**src/rtl/ycbcr_coef_ctrl.sv**
```systemverilog
// Purpose: shadow/active coefficient banks for the RGB-to-YCbCr converter, applied on a frame boundary.
// Latency: active bank and o_update_done change one edge after the vs_rise (or timeout) cycle; readback is 1 cycle.
// Backpressure: none; writes, presets and commits are accepted every cycle (a commit while pending is dropped).
//
// Ports:
//   clk, rst                  pixel clock, synchronous active-high reset
//   i_v_sync                  vertical sync; its rising edge marks the frame boundary
//   i_wr_en/addr/data         shadow write (addr 0-8 coefs, 9 Y offset, 10 C offset)
//   i_preset_load/sel         overwrite shadow with BT.601 (0) or BT.709 (1) limited-range preset
//   i_commit                  request shadow-to-active transfer at the next frame boundary
//   i_rd_addr/i_rd_active     readback select; o_rd_data registered, zero-extended
//   o_coef_*_10b, o_ofs_*_18b active bank
//   o_pending, o_update_done, o_update_forced  status
module ycbcr_coef_ctrl #(
  parameter int unsigned TIMEOUT_CYCLES = 4000000,
  parameter int unsigned CNT_W          = 23
) (
  input  logic        clk,
  input  logic        rst,
  input  logic        i_v_sync,
  input  logic        i_wr_en,
  input  logic [3:0]  i_wr_addr,
  input  logic [17:0] i_wr_data,
  input  logic        i_preset_load,
  input  logic        i_preset_sel,
  input  logic        i_commit,
  input  logic [3:0]  i_rd_addr,
  input  logic        i_rd_active,
  output logic [17:0] o_rd_data,
  output logic [9:0]  o_coef_y_r_10b,
  output logic [9:0]  o_coef_y_g_10b,
  output logic [9:0]  o_coef_y_b_10b,
  output logic [9:0]  o_coef_cb_r_10b,
  output logic [9:0]  o_coef_cb_g_10b,
  output logic [9:0]  o_coef_cb_b_10b,
  output logic [9:0]  o_coef_cr_r_10b,
  output logic [9:0]  o_coef_cr_g_10b,
  output logic [9:0]  o_coef_cr_b_10b,
  output logic [17:0] o_ofs_y_18b,
  output logic [17:0] o_ofs_c_18b,
  output logic        o_pending,
  output logic        o_update_done,
  output logic        o_update_forced
);

  localparam int NUM_REGS = 11;
  localparam int NUM_COEF = 9;

  localparam bit              TIMEOUT_EN = (TIMEOUT_CYCLES != 0);
  localparam logic [CNT_W-1:0] CNT_LAST  =
    CNT_W'((TIMEOUT_CYCLES == 0) ? 0 : TIMEOUT_CYCLES - 1);

  typedef enum logic {
    ST_IDLE    = 1'b0,
    ST_PENDING = 1'b1
  } state_t;

  state_t            state_q, state_nxt;
  logic [CNT_W-1:0]  cnt_q, cnt_nxt;
  logic              vs_d;
  logic              vs_rise;
  logic              apply;
  logic              apply_forced;

  // All entries stored as 18b words; coefficient entries keep [17:10] at zero
  // so readback zero-extension falls out of the storage format.
  logic [17:0] sh_q  [NUM_REGS];
  logic [17:0] act_q [NUM_REGS];

  // sel709: 1 = BT.709 limited, 0 = BT.601 limited
  function automatic logic [17:0] preset_val(input logic sel709, input logic [3:0] idx);
    logic [17:0] v;
    v = '0;
    case (idx)
      4'd0:    v = sel709 ? 18'd47  : 18'd66;
      4'd1:    v = sel709 ? 18'd157 : 18'd129;
      4'd2:    v = sel709 ? 18'd16  : 18'd25;
      4'd3:    v = sel709 ? 18'd26  : 18'd38;
      4'd4:    v = sel709 ? 18'd86  : 18'd74;
      4'd5:    v = 18'd112;
      4'd6:    v = 18'd112;
      4'd7:    v = sel709 ? 18'd102 : 18'd94;
      4'd8:    v = sel709 ? 18'd10  : 18'd18;
      4'd9:    v = 18'd4096;
      4'd10:   v = 18'd32768;
      default: v = '0;
    endcase
    return v;
  endfunction

  assign vs_rise = i_v_sync & ~vs_d;

  // Next-state: a frame edge seen in IDLE is deliberately ignored, even when
  // it coincides with the commit, so the apply always lands on a later frame.
  always_comb begin
    state_nxt    = state_q;
    cnt_nxt      = cnt_q;
    apply        = 1'b0;
    apply_forced = 1'b0;
    case (state_q)
      ST_IDLE: begin
        if (i_commit) begin
          state_nxt = ST_PENDING;
          cnt_nxt   = '0;
        end
      end
      ST_PENDING: begin
        if (vs_rise || (TIMEOUT_EN && (cnt_q == CNT_LAST))) begin
          apply        = 1'b1;
          apply_forced = ~vs_rise;
          state_nxt    = ST_IDLE;
          cnt_nxt      = '0;
        end else begin
          cnt_nxt = cnt_q + CNT_W'(1);
        end
      end
      default: begin
        state_nxt = ST_IDLE;
        cnt_nxt   = '0;
      end
    endcase
  end

  always_ff @(posedge clk) begin
    if (rst) begin
      state_q         <= ST_IDLE;
      cnt_q           <= '0;
      vs_d            <= 1'b0;
      o_pending       <= 1'b0;
      o_update_done   <= 1'b0;
      o_update_forced <= 1'b0;
    end else begin
      state_q         <= state_nxt;
      cnt_q           <= cnt_nxt;
      vs_d            <= i_v_sync;
      o_pending       <= (state_nxt == ST_PENDING);
      o_update_done   <= apply;
      o_update_forced <= apply_forced;
    end
  end

  // Banks. The active copy takes the shadow value as it stood before this
  // edge, so a write or preset in the apply cycle only reaches the shadow.
  always_ff @(posedge clk) begin
    if (rst) begin
      for (int i = 0; i < NUM_REGS; i++) begin
        sh_q[i]  <= preset_val(1'b1, 4'(i));
        act_q[i] <= preset_val(1'b1, 4'(i));
      end
    end else begin
      if (i_preset_load) begin
        for (int i = 0; i < NUM_REGS; i++) begin
          sh_q[i] <= preset_val(i_preset_sel, 4'(i));
        end
      end else if (i_wr_en && (i_wr_addr < 4'(NUM_REGS))) begin
        if (i_wr_addr < 4'(NUM_COEF)) begin
          sh_q[i_wr_addr] <= {8'd0, i_wr_data[9:0]};
        end else begin
          sh_q[i_wr_addr] <= i_wr_data;
        end
      end
      if (apply) begin
        for (int i = 0; i < NUM_REGS; i++) begin
          act_q[i] <= sh_q[i];
        end
      end
    end
  end

  always_ff @(posedge clk) begin
    if (rst) begin
      o_rd_data <= '0;
    end else if (i_rd_addr < 4'(NUM_REGS)) begin
      o_rd_data <= i_rd_active ? act_q[i_rd_addr] : sh_q[i_rd_addr];
    end else begin
      o_rd_data <= '0;
    end
  end

  assign o_coef_y_r_10b  = act_q[0][9:0];
  assign o_coef_y_g_10b  = act_q[1][9:0];
  assign o_coef_y_b_10b  = act_q[2][9:0];
  assign o_coef_cb_r_10b = act_q[3][9:0];
  assign o_coef_cb_g_10b = act_q[4][9:0];
  assign o_coef_cb_b_10b = act_q[5][9:0];
  assign o_coef_cr_r_10b = act_q[6][9:0];
  assign o_coef_cr_g_10b = act_q[7][9:0];
  assign o_coef_cr_b_10b = act_q[8][9:0];
  assign o_ofs_y_18b     = act_q[9];
  assign o_ofs_c_18b     = act_q[10];

endmodule

```
**config.mk**
```make
export PLATFORM = sky130hd
export DESIGN_NAME = ycbcr_coef_ctrl
export DESIGN_NICKNAME = d
export VERILOG_FILES = /design/src/rtl/ycbcr_coef_ctrl.sv
export SDC_FILE = /design/constraint.sdc
export NUM_CORES = 1
export LEC_CHECK = 0
export CAP_MARGIN = 10
export CORE_ASPECT_RATIO = 1.4
export CORE_MARGIN = 2
export CORE_UTILIZATION = 55
export DETAILED_ROUTE_END_ITERATION = 10
export DONT_BUFFER_PORTS = 1
export GPL_TIMING_DRIVEN = 0
export PLACE_DENSITY = 0.68
export SLEW_MARGIN = 10
export SYNTH_ARGS = -nofsm -noshare
export SYNTH_HDL_FRONTEND = slang
export SYNTH_SLANG_ARGS = --single-unit
```
**constraint.sdc**
```tcl
create_clock -name clk -period 7.5 [get_ports clk]
set_input_delay 1.5 -clock clk [delete_from_list [all_inputs] [get_ports clk]]
set_output_delay 1.5 -clock clk [all_outputs]
set_load 0.02 [all_outputs]
```
==> flow_summary.ini <==
[final_layout]
fin_cells = 2352
drive_above_1_share = 0.197
nNetsFinal = 1794
fin_area_um2 = 26700
nFillCells = 3102
area_delta_synth_final_pct = 13.3

[worst_setup_path]
r2r_cells = 8
required_ns = 7.69
worst-setup-path-type = primary input to register
crit_path_max_fanout = 18
crit_start = i_preset_load
cp-endpoint = sh_q[0][14]
end_kind = register
r2r_start = cnt_q[0]
start_kind = primary input
cp.arrival_ns = 4.19
regToRegSetupSlack_ns = 4.08
rr_endpoint = act_q[1][10]

[clock_network]
cts-buffers-inserted = 50
clock_sinks = 531
post_cts_buffers = 0
clk_pin_slew_ns = 0.06
cts_resized = 0
cts-root-buf = clkbuf_16
hold_buffers = 0
clk_latency_ns = 0.59
cts_tree = yes
clk_path_buf_depth = 3
h-tree-depth = 2

[routing]
routedWlPerCell_um = 26.0
vias = 13700
vias_per_cell = 5.83
routed_wl_um = 61100
antenna_left = 0
drc = 0
firstDrtPassIters = 9
drt_iter0_markers = 1499

[placement]
io_buffers = 0
place_area_um2 = 25000
dp_cells = 2253
dp_hpwl_um = 45800
gp_congestion = 0.944

[timing]
grt_setup_unrepaired = false
max_slew_margin = 0.137
clock_skew_ns = 0.0214
finalWorstPathRequiredPeriod_ns = 4.00
max_freq_ghz = 0.250
hold_viol = 0
setup_viol = 0
final-max-slew-violation-count = 0
worst-slew-pin-transition_ns = 1.28
finalCritPeriodShare = 0.533

[power_and_ir_drop]
p_leak_nw = 9.67
cellPowerDensity_nw_per_um2 = 246
vdd_drop_max_mv = 0.185

[logic_synthesis]
yosysWarnings = 0
synth_edf_count = 486
avgSynthCellArea_um2 = 15.3
synth_top_flop_cell = edfxtp_1
netlist_area_um2 = 23600
synth-seq-area-share = 0.658
synthDistinctLibCells = 52
synthArstFlopShare = 0
synthCells = 1537
ys_ff_latch = 531

[global_route]
gr-total-overflow = 0
antenna_found_initial = 3
grt_first_pass_wirelength_um = 89900
grt_pass1_vias = 14300
grt_usage = 0.282
grt_max_degree = 60

[hold_path]
hold_path.class = register to register
worstHoldStart = cnt_q[2]

[floorplanning]
start_util = 0.558
die-area_um2 = 44500
rows = 89
die_h_um = 249
ioPinCount = 181
die_x_um = 179
coreArea_um2 = 42200

[run_status]
run_status = complete, no violations

[run]
cap_viol_max_count = 0
how the worst min path moves through the flow:
stage	to	slack (ns)	depth (start not counted)
5_1_grt	cnt_q[2]	0.54	1
6_report	cnt_q[2]	0.52	1
4_1_cts	cnt_q[21]	0.52	2
2_1_floorplan	cnt_q[21]	0.48	2
3_3_place_gp	cnt_q[21]	0.49	2
3_5_place_dp	cnt_q[21]	0.51	2
routing by layer:
layer	share of wire	vias up	wire length [um]	global-route usage
met5	0.00020	-	12	0
met4	0.044	2	2710	0.119
met3	0.089	142	5410	0.0595
met2	0.51	649	31500	0.487
met1	0.35	6907	21500	0.340
li1	-	6007	-	-
critical path, stage by stage:
cell	delay, ns
or3b_2	0.50
nor3_1	0.99
nand2_1	0.28
nand2_1	0.89
cell families after synthesis:
logic type	synth area share
flops	0.658
simple gates	0.128
buf+inv	0.0515
mux	0.124
compound gates	0.0370
xor+xnor	0.00149
fa+ha+maj	0.000531
other cells	0.000159
final cells by class:
| class | count | area [um2] | share of cell area |
|---|---|---|---|
| flip-flops and latches | 531 | 15500 | 0.580 |
| multi-input cells | 969 | 7500 | 0.281 |
| inverters | 9 | 33.8 | 0.00127 |
| plain buffers | 189 | 1180 | 0.0442 |
| clock buffers | 68 | 1410 | 0.0529 |
| diodes | 6 | 15.0 | 0.000562 |
| clock inverters | 25 | 214 | 0.00801 |
| well taps | 546 | 683 | 0.0256 |
| repair buffers | 9 | 165 | 0.00619 |
cell usage in the layout, fill, tap and decap left out, types with 4 or more instances in the layout:
cell / n
edfxtp_1: 486
and2_1: 218
conb_1: 162
mux4_2: 108
buf_4: 98
clkbuf_1: 67
nor2b_1: 54
clkbuf_16: 53
nand2_1: 49
dfxtp_1: 45
a21oi_1: 42
nand2b_1: 40
nor3_1: 40
a211oi_1: 36
nor2_1: 31
mux2i_1: 25
buf_2: 21
mux2_2: 21
and3_1: 17
o221ai_1: 17
clkinv_1: 16
nand3_1: 15
or3_1: 14
buf_6: 10
nand4_1: 9
clkinv_2: 8
o21ai_0: 7
diode_2: 6
o21ai_2: 6
buf_8: 6
inv_1: 5
nor4_1: 5
and4_1: 5
a31oi_1: 5
xnor2_1: 4
nor4b_1: 4
buf_1: 4
bufinv_16: 4
cell usage after synthesis (10+ instances only):
master | instances | share of area
mux2i_1 | 25 | 0.011
nand3_1 | 15 | 0.0032
dfxtp_1 | 45 | 0.038
o221ai_1 | 17 | 0.0063
buf_4 | 98 | 0.031
nand2b_1 | 42 | 0.011
nand2_1 | 50 | 0.0080
mux2_2 | 21 | 0.010
buf_2 | 21 | 0.0045
mux4_2 | 108 | 0.10
and3_1 | 17 | 0.0045
nor2_1 | 31 | 0.0049
nor2b_1 | 54 | 0.014
a21oi_1 | 42 | 0.0089
edfxtp_1 | 486 | 0.62
clkbuf_1 | 55 | 0.0088
and2_1 | 218 | 0.058
o21ai_0 | 13 | 0.0028
a211oi_1 | 36 | 0.011
nor3_1 | 42 | 0.0089
or3_1 | 14 | 0.0037
buf_6 | 10 | 0.0048
stage by stage:
stage	util	hold WS [ns]	setup slack [ns]	TNS [ns]	power (mW)
floorplan	-	0.477	0.754	0	3.92
global placement	0.589	0.493	-1.21	-238.58	4.09
detailed placement	0.593	0.508	2.99	0	4.10
CTS	0.632	0.516	3.58	0	6.59
global route	0.632	0.539	3.40	0	6.75
finish	0.633	0.518	3.50	0	6.57
sequential cells by signal (all words and copies together), names as in the netlist:
signal	flops
act_q	198
cnt_q	23
o_rd_data	18
o_update_done	1
o_update_forced	1
sh_q	288
state_q	1
vs_d	1
power breakdown:
part / leakage (nW) / internal [mW] / switching, mW / total [mW]
clock: 0.800 / 1.45 / 1.08 / 2.53
combinational: 3.62 / 0.203 / 0.305 / 0.508
sequential: 5.25 / 3.42 / 0.107 / 3.53
total: 9.67 / 5.08 / 1.49 / 6.57
No activity file was read; power rests on OpenSTA's default activity.
